**config.mk**
```make
export PLATFORM = sky130hd
export DESIGN_NAME = fetch_unit
export DESIGN_NICKNAME = d
export VERILOG_FILES = /design/src/rtl/fetch_unit.sv
export SDC_FILE = /design/constraint.sdc
export NUM_CORES = 1
export LEC_CHECK = 0
export ABC_AREA = 1
export CAP_MARGIN = 40
export CORE_MARGIN = 4
export CORE_UTILIZATION = 45
export CTS_CLUSTER_DIAMETER = 40
export DETAILED_ROUTE_END_ITERATION = 10
export PLACE_DENSITY_LB_ADDON = 0.2
export SYNTH_ARGS = -nofsm -noshare
export SYNTH_HDL_FRONTEND = slang
export SYNTH_SLANG_ARGS = --single-unit
```
**constraint.sdc**
```tcl
create_clock -name clk -period 3.52 [get_ports clk]
set_input_delay 0.528 -clock clk [delete_from_list [all_inputs] [get_ports clk]]
set_output_delay 0.528 -clock clk [all_outputs]
set_load 0.05 [all_outputs]
```
**src/rtl/fetch_unit.sv**
```systemverilog
// fetch_unit: instruction fetch front end. Issues sequential word fetches
// to a 1-cycle-latency instruction memory and buffers the responses in a
// small FIFO so decode back-pressure never loses an instruction. Handles
// redirect/flush from branch resolution.
//
// Ports:
//   clk, reset                 clock, async active-high reset
//   imem_req, imem_addr        fetch request and word-aligned address
//   imem_rdata, imem_rvalid    memory response, one cycle after request
//   redirect_valid/pc          flush and restart fetch at redirect_pc
//   instr_out, pc_out          head instruction and its PC (0 when empty)
//   valid_out, ready_in        valid/ready handshake with decode
module fetch_unit #(
    parameter logic [31:0] RESET_PC = 32'h0000_0000,
    parameter int unsigned DEPTH    = 4
) (
    input  logic        clk,
    input  logic        reset,
    output logic        imem_req,
    output logic [31:0] imem_addr,
    input  logic [31:0] imem_rdata,
    input  logic        imem_rvalid,
    input  logic        redirect_valid,
    input  logic [31:0] redirect_pc,
    output logic [31:0] instr_out,
    output logic [31:0] pc_out,
    output logic        valid_out,
    input  logic        ready_in
);

    localparam int unsigned PW = $clog2(DEPTH);
    localparam logic [PW:0] FULL = (PW+1)'(DEPTH);
    localparam logic [PW:0] CNT_ONE = 1;
    localparam logic [PW-1:0] PTR_ONE = 1;

    logic [31:0]   fetch_pc;
    logic [31:0]   req_pc;
    logic          inflight;
    logic          drop;
    logic [PW-1:0] head;
    logic [PW-1:0] tail;
    logic [PW:0]   count;
    logic [PW:0]   occupancy;
    logic          push;
    logic          pop;

    logic [31:0] fifo_pc    [DEPTH];
    logic [31:0] fifo_instr [DEPTH];

    logic [1:0] unused_pc_lsb;
    assign unused_pc_lsb = redirect_pc[1:0];

    // Buffered entries plus the outstanding request form the credit count,
    // so a response always has a free slot waiting for it.
    assign occupancy = count + {{PW{1'b0}}, inflight};
    assign imem_req  = !reset && !redirect_valid && (occupancy < FULL);
    assign imem_addr = fetch_pc;

    // Responses only belong to us when a request was outstanding; a
    // flush cycle discards the response landing in it.
    assign push = imem_rvalid && inflight && !drop && !redirect_valid;

    assign valid_out = (count != '0);
    assign pop       = valid_out && ready_in && !redirect_valid;
    assign instr_out = valid_out ? fifo_instr[head] : '0;
    assign pc_out    = valid_out ? fifo_pc[head]    : '0;

    always_ff @(posedge clk or posedge reset) begin
        if (reset) begin
            fetch_pc <= RESET_PC;
            req_pc   <= '0;
            inflight <= 1'b0;
            drop     <= 1'b0;
        end else begin
            inflight <= imem_req;
            drop     <= redirect_valid && inflight;
            if (imem_req) begin
                req_pc <= fetch_pc;
            end
            if (redirect_valid) begin
                fetch_pc <= {redirect_pc[31:2], 2'b00};
            end else if (imem_req) begin
                fetch_pc <= fetch_pc + 32'd4;
            end
        end
    end

    always_ff @(posedge clk or posedge reset) begin
        if (reset) begin
            head  <= '0;
            tail  <= '0;
            count <= '0;
        end else if (redirect_valid) begin
            head  <= '0;
            tail  <= '0;
            count <= '0;
        end else begin
            if (push) begin
                tail <= tail + PTR_ONE;
            end
            if (pop) begin
                head <= head + PTR_ONE;
            end
            unique case ({push, pop})
                2'b10:   count <= count + CNT_ONE;
                2'b01:   count <= count - CNT_ONE;
                default: count <= count;
            endcase
        end
    end

    always_ff @(posedge clk) begin
        if (push) begin
            fifo_pc[tail]    <= req_pc;
            fifo_instr[tail] <= imem_rdata;
        end
    end

    always @(posedge clk) begin
        if (!reset) begin
            assert (!(push && count == FULL))
            else $error("fetch_unit: push into full FIFO");
        end
    end

endmodule

```
==> After elaboration in Yosys (flattened, before gate mapping) <==
Memories as Yosys holds them, arrays and structs flattened.
Cells that the tools add are included.
{ "op_classes": {"addsub": 6, "n_mul": 0, "n_div": 0, "order_cmp": 1, "n_eq_ne": 2, "shift": 0, "mux": 12, "bitwise_logic": 0, "n_reduce_logical": 16} }
{ "op_table": {"columns": ["op", "n"], "rows": [
  ["32-bit 2-to-1 mux", 4],
  ["32-bit by 3-bit adder with 32-bit output (second input constant)", 1],
  ["1-bit logical AND", 8],
  ["2-bit 2-to-1 mux", 4],
  ["3-bit one-hot mux with 2 select lines", 1],
  ["2-bit nonzero test", 3],
  ["3-bit nonzero test", 2],
  ["2-bit by 1-bit adder with 2-bit output (second input constant)", 2],
  ["3-bit by 1-bit adder with 3-bit output", 1],
  ["3-bit by 1-bit adder with 3-bit output (second input constant)", 1],
  ["1-bit logical NOT", 3],
  ["3-bit < comparator (second input constant)", 1],
  ["3-bit 2-to-1 mux", 1],
  ["3-bit by 1-bit subtractor with 3-bit output (second input constant)", 1],
  ["2-bit by 1-bit equality test with 1-bit output (second input constant)", 1],
  ["2-bit equality test (second input constant)", 1],
  ["1-bit 2-to-1 mux", 2]
]} }
{ "word_totals": {"ff_bits": 73, "latchBits": 0, "ramBits": 256, "rom_bits": 0, "in_bits": 69, "output_inout_bits": 98, "word_cells": 46, "memories": 2} }
{ "mem_list": {"columns": ["memory", "words", "width", "rd", "rd_ports_with_merged_regs", "write_ports", "line_no", "text"], "rows": [
  ["fifo_instr", 4, 32, 1, 0, 1, "48", "logic [31:0] fifo_instr [DEPTH];"],
  ["fifo_pc", 4, 32, 1, 0, 1, "47", "logic [31:0] fifo_pc [DEPTH];"]
]} }

==> Logic depth before layout (Yosys ltp) <==
Gate-level depths: netlist of run 1.
{ "depth": {"depth_word": 6, "mapped_depth": 10, "mapped_depth_nobuf": 10} }

==> Least setup slack after synthesis of run 1 <==
OpenSTA, ideal clock, no wires.
{ "synth_timing": {"path_kind": "in2reg", "from": "input redirect_valid", "to": "memory fifo_instr[0][0], enable pin", "setup_ps": 482, "t_arrival_ps": 3596, "required_time_ps": 3038, "slack_ps": -558, "cell_stages": 4, "n_path_buf": 1, "cell_sequence": "buf_4 nor2_1 inv_1 nor2_1"} }
{ "synth_via": {"elab_chain_cells": 4} }
{ "synth_lines": {"columns": ["item", "line_no", "text"], "rows": [
  ["start, declared", "23", "input logic redirect_valid,"],
  ["1-bit logical NOT", "61", "assign push = imem_rvalid && inflight && !drop && !redirect_valid;"],
  ["1-bit logical AND", "61", null],
  ["1-bit 2-to-1 mux", "113", "if (push) begin"],
  ["1-bit 2-to-1 mux (not written as such)", "115", "fifo_instr[tail] <= imem_rdata;"],
  ["end, declared", "48", null]
]} }
Every way passes these cells.

==> Worst setup path in the final report of run 1 <==
{ "layout_timing": {"from": "register count[0]", "to": "output instr_out[1]"} }
{ "layout_via": {"elab_chain_cells": 2} }
{ "layout_lines": {"columns": ["item", "line_no", "text"], "rows": [
  ["start, declared", "42", "logic [PW:0] count;"],
  ["start signal, assigned", "105", "2'b10: count <= count + CNT_ONE;"],
  ["start signal, assigned", "106", "2'b01: count <= count - CNT_ONE;"],
  ["start signal, assigned", "107", "default: count <= count;"],
  ["3-bit nonzero test", "63", "assign valid_out = (count != '0);"],
  ["32-bit 2-to-1 mux", "65", "assign instr_out = valid_out ? fifo_instr[head] : '0;"],
  ["end, declared", "25", "output logic [31:0] instr_out,"]
]} }
Every way passes these cells.

==> summary.md, run 1 <==
| Metric | Value |
|---|---|
| Residual DRC | 0 |
| Cell count after synthesis | approximately 1,300 |
| Kind of critical path | flip-flop to output pin |
| Leakage | about 6.4 nW |
| Largest net degree at the start of global routing | 70 |
| GPL Wtd Cong | ~0.87 |
| Area fraction of the dominant cell type after synthesis | 0.553 |
| Max Cap Viol | 0 |
| DRT antenna net count | 0 |
| Gr ovfl total | 0 |
| Period minus WS final | 2.92 ns |
| GRT Total Usage | 0.188 |
| Area of the core | 29,600 sq um |
| EDFF count, synth | roughly 250 |
| Worst-path fanout max | 28 |
| Cts hold-fix bufs | 0 |
| Placed instance count | 1,792 |
| Clock sink count | 317 |
| Via-to-Cell Ratio | just over 5 |
| Relative slew slack | 0.431 |
| Unrepaired setup endpoints after global routing | false |
| Final nets | 1,519 |
| Util after Layout | 0.566 |
| Layout cells sized above 1 | 0.123 |
| Synth-to-Final Area Change | 24.3% |
| Maximum VDD drop | 0.296 mV |
| H-Tree Level Count | 2 |
| Fraction of registers with async set/reset | 0.218 |
| Post-CTS resize count | 0 |
| Fmax | 343 MHz |
| Post-Route WL | ~31,000 um |
| Initial Util | 0.456 |
| CP max stage delay | 0.50 ns |
| Routed via count | 9,525 |
| Vias in the first global route | between 9,000 and 10,000 |
| #FFs+latches synth | 317 |
| CP startpoint kind | flip-flop |
| Post-route cell area | 16,700 sq um |
| Clock root cell | clkbuf_16 |
| Final critical-path setup slack | 0.602 ns |
| Most common cell after layout, fill and taps aside | nor2_1 |
| Hold WC Path Type | input port to async pin |
| CP Cell Sequence | nor2_1, nand2_2, inv_2, buf_4, a21oi_1, buf_4 |
| DR pass1 iterations | 5 |
| Most common flop cell mapped by yosys | edfxtp_1 |
| Slowest cell on crit path | inv_2 |
| Post-synth cell types | 33 |
| Total die area | 32,800 sq um |
| Chip width | 181 um |
| Num rows | 63 |
| Reg clk slew, reported paths | 0.06 ns |
| Finish-stage setup viols | 0 |
| Fill cells | 2,481 |
| Post-DP HPWL | 18,800 um |
| Port Buffers | 160 |
| Syn avg cell area | between 10 and 15 sq um |
| Clk_lat worst skew | between 0.5 and 0.6 ns |
| Worst-margin pin slew | 0.854 ns |
| Top cells by area, synth | edfxtp_1 (55%), dfrtp_1 (13%), nor2_1 (8.2%), o21ai_0 (6.4%), nand2_1 (5.7%) |
| DIE HEIGHT | 181 um |
| CTS Buffer Depth | 3 |
| Initial DRC count | 698 |
| Critical path arrival | 2.39 ns |
| Place WS | a little under 1 ns |
| Post-CTS Setup Bufs | 0 |
| CP most frequent cell | buf_4 |
| Req. time, crit path | around 3 ns |
| Crit. End Element | output pin |
| Total CTS buffers | 40 |
| Antenna cell count | 0 |
| Leading area contributor after synthesis | edfxtp_1 |
| Commonest cells after routing, fill and taps aside | nor2_1 (291), edfxtp_1 (248), nand2_1 (205), o21ai_0 (173), clkdlybuf4s50_1 (97) |
| Sequential fraction of the synthesis area | 0.681 |
| Cell Area, Placed | around 15,000 sq um |
| WHS | approximately 0.49 ns |
| Final non-filler cell total | ~1,900 |
| Synth Warn # | 0 |
| Io pins | between 150 and 200 |
| Antenna violations before repair | 0 |
| Final Max Slew Viols | 0 |
| Setup TNS | 0 ns |
| First-pass GRT wire length | 49,600 um |
| Status | complete, no violations |
| Final Hold Viols | 0 |
| WL per Instance | between 15 and 20 um |
| Final Power | between 10 and 15 mW |
| CTS tree | yes |
| Final Cycle Share | 0.829 |
| PwrDens | 801 nW/um^2 |
| Setup Skew | 0.0104 ns |
| Cell Area, Synth | around 13,000 sq um |
where the power goes:
group / internal (mW) / switching, mW
Sequential: 4.44 / 0.324
Clock: 2.60 / 1.54
Combinational: 1.23 / 3.26
cells by family (layout without fill, tap and decap cells):
logic type,count (synthesis),in the layout,synth area share
adder cells (fa/ha/maj),6,6,0.00613
flip-flops,317,317,0.681
AND/OR/NAND/NOR,572,572,0.171
other,1,4,0.000278
multiplexers,1,1,0.000743
AO/OA/AOI/OAI,245,245,0.0922
XOR/XNOR,5,5,0.00325
buffers and inverters,139,326,0.0454
critical path: cells and delay by family (launching register included):
kind	cells	cell delay (ns)
buffers and inverters	3	1.04
and+or+nand+nor	2	0.27
DFF	1	0.45
AOI/OAI and AO/OA	1	0.10
layout make-up:
class | count | area [sq um] | share of cell area
clock inverter | 27 | 295 | 0.0176
multi-input combinational | 833 | 3730 | 0.223
clock buffer | 47 | 1090 | 0.0651
inverter | 73 | 275 | 0.0164
timing repair buffer | 179 | 1690 | 0.101
sequential | 317 | 9180 | 0.548
tap | 390 | 488 | 0.0291
synth_stat cells (all sizes together), types with 2 or more instances:
master / count
o21ai: 176
nand3: 51
buf: 33
o211ai: 5
clkinv: 2
dfrtp: 69
nand4: 2
nand2: 212
edfxtp: 248
a21oi: 64
xor2: 5
ha: 5
nor2: 305
inv: 71
clkbuf: 33
flip-flops by register name, summed over array words and instances, names as in the netlist:
| signal | cells |
|---|---|
| inflight | 1 |
| fifo_pc | 120 |
| head | 2 |
| req_pc | 30 |
| drop | 1 |
| imem_addr | 30 |
| count | 3 |
| tail | 2 |
| fifo_instr | 128 |
final timing paths:
kind / from / to / slack, ns / cells past startpoint
min reg2reg: req_pc[28] / fifo_pc[3][28] / 0.52 / 0
min: reset / count[2] / 0.49 / 2
max reg2reg: count[0] / count[2] / 1.57 / 9
max: count[0] / instr_out[1] / 0.60 / 6
max in group asynchronous: reset / imem_addr[9] / 2.29 / 3
min in group clk: req_pc[28] / fifo_pc[3][28] / 0.52 / 0
routing by layer:
| layer | GRT usage | share of wire |
|---|---|---|
| met1 | 0.263 | 0.46 |
| met2 | 0.300 | 0.46 |
| met5 | 0 | 0 |
| met3 | 0.0409 | 0.064 |
| met4 | 0.0549 | 0.022 |
Power figures use the tool's default switching activity.
==> inputs of run 2 (changes only) <==
==> constraint.sdc (replaced) <==
create_clock -name clk -period 2.8 [get_ports clk]
set_input_delay 0.42 -clock clk [delete_from_list [all_inputs] [get_ports clk]]
set_output_delay 0.42 -clock clk [all_outputs]
set_load 0.05 [all_outputs]
==> summary.md, run 2 (synthesis results as in run 1) <==
| Metric | Value |
|---|---|
| CTS tree | yes |
| Total die area | roughly 33,000 sq um |
| Place WS | approximately 0.48 ns |
| Most common cell after layout, fill and taps aside | nor2_1 |
| Area of the core | 29,600 sq um |
| Initial Util | 0.456 |
| Req. time, crit path | about 2.4 ns |
| Final Max Slew Viols | 0 |
| Switching Fraction | 0.387 |
| First-pass GRT wire length | 50,800 um |
| Routed via count | 9,532 |
| Antenna cell count | 0 |
| Max Cap Viol | 0 |
| Total CTS buffers | 41 |
| GPL Wtd Cong | 0.810 |
| Psw | between 6 and 7 mW |
| Largest net degree at the start of global routing | 77 |
| Clk pwr share | 0.303 |
| Util after Layout | 0.571 |
| Cts hold-fix bufs | 0 |
| Post-CTS resize count | 0 |
| Multi-input logic area | 3730 sq um |
| Final critical-path setup slack | between 0.15 and 0.2 ns |
| Cell Area, Placed | 15,500 sq um |
| CTS Buffer Depth | 3 |
| Vias in the first global route | 9,320 |
| Maximum VDD drop | 0.444 mV |
| Unrepaired setup endpoints after global routing | false |
| Finish-stage setup viols | 0 |
| CP Cell Sequence | nor2_1, nand2_2, inv_2, buf_4, a21oi_1, buf_4 |
| Post-CTS Setup Bufs | 0 |
| Critical path arrival | 2.20 ns |
| Hold WC Path Type | input port to async pin |
| PwrDens | ~1000 nW/um^2 |
| Combinational Power Share | 0.341 |
| DRT antenna net count | 0 |
| Reg clk slew, reported paths | 0.05 ns |
| Reg power frac | 0.356 |
| Commonest cells after routing, fill and taps aside | nor2_1 (291), edfxtp_1 (248), nand2_1 (205), o21ai_0 (173), clkdlybuf4s50_1 (97) |
| Setup Skew | 0.00932 ns |
| Antenna violations before repair | 0 |
| Clk_lat worst skew | 0.52 ns |
| Io pins | around 170 |
| Clock sink count | 317 |
| Setup TNS | 0 ns |
| Clock root cell | clkbuf_16 |
| Relative slew slack | 0.657 |
| Num rows | 63 |
| Port Buffers | 160 |
| Final Cycle Share | 0.937 |
| Fmax | 381 MHz |
| Initial DRC count | 634 |
| WL per Instance | 17.2 um |
| GRT Total Usage | 0.193 |
| Fill cells | 2,514 |
| Crit. End Element | output pin |
| Int Pwr | 10.3 mW |
| Final nets | 1,534 |
| Slowest cell on crit path | dfrtp_1 |
| Via-to-Cell Ratio | 5.07 |
| WHS | around 0.27 ns |
| FF+latch area | slightly above 9000 sq um |
| Post-route cell area | 16,900 sq um |
| Post-Route WL | around 32,000 um |
| H-Tree Level Count | 2 |
| Number of flip-flops in the largest register | 128 |
| Worst-margin pin slew | 0.513 ns |
| Period minus WS final | 2.62 ns |
| Gr ovfl total | 0 |
| CP max stage delay | 0.46 ns |
| CP startpoint kind | flip-flop |
| DIE HEIGHT | 181 um |
| CP most frequent cell | buf_4 |
| Leakage | 6.50 nW |
| Synth-to-Final Area Change | 25.2% |
| Post-DP HPWL | 20,600 um |
| Final Hold Viols | 0 |
| DR pass1 iterations | 5 |
| Residual DRC | 0 |
| Biggest regs | fifo_instr: 128 flops, fifo_pc: 120 flops |
| Largest Register | fifo_instr |
| Status | complete, no violations |
| Chip width | 181 um |
| Worst-path fanout max | 20 |
| Kind of critical path | flip-flop to output pin |
| Layout cells sized above 1 | 0.129 |
run 2: cell count changes in the layout (fill, tap and decap cells not counted), sizes merged:
| cell | change |
|---|---|
| inv | +5 |
| clkinvlp | -3 |
| buf | +14 |
| bufinv | -2 |
| clkinv | -1 |
| clkbuf | +2 |
run 2: critical path, delay by kind of cell, from the launching register on:
kind            cells  cell delay [ns]
buf+inv             3             0.86
simple gates        2             0.26
compound gates      1             0.11
flops               1             0.46
run 2: per-stage QoR:
stage,total power [mW],std cells
3_5_place_dp,11.9,1806
6_report,16.9,1881
5_1_grt,17.6,1881
4_1_cts,17.0,1881
3_3_place_gp,11.8,1806
2_1_floorplan,9.84,1289
run 2: final timing paths:
path / start / end / slack, ns / cells after the start
max: count[0] / pc_out[31] / 0.18 / 6
min: reset / count[1] / 0.27 / 2
max reg2reg: count[0] / count[2] / 0.88 / 9
min reg2reg: req_pc[9] / fifo_pc[1][9] / 0.52 / 0
max in group asynchronous: reset / imem_addr[12] / 1.95 / 3
min in group clk: redirect_pc[7] / imem_addr[7] / 0.45 / 3
run 2: area by class of cell:
cell class	instances	area share
clock inverter	26	0.0142
sequential	317	0.544
clock buffer	49	0.0657
multi-input combinational	833	0.221
tap	390	0.0289
inverter	73	0.0163
timing repair buffer	193	0.110
run 2: power groups by stage:
stage / Combinational, mW / Sequential (mW) / Clock [mW]
finish: 5.75 / 6.01 / 5.10
global route: 6.16 / 6.06 / 5.42
CTS: 5.82 / 6.00 / 5.22
detailed placement: 5.80 / 6.09 / 0
global placement: 5.76 / 6.07 / 0
floorplan: 3.65 / 6.18 / 0
run 2: metal layers:
layer | up-vias | wire length (um) | GRT usage
met2 | 290 | 15000 | 0.312
met5 | - | 0 | 0
met4 | 0 | 724 | 0.0492
met1 | 4503 | 14700 | 0.271
li1 | 4691 | - | -
met3 | 48 | 2080 | 0.0399
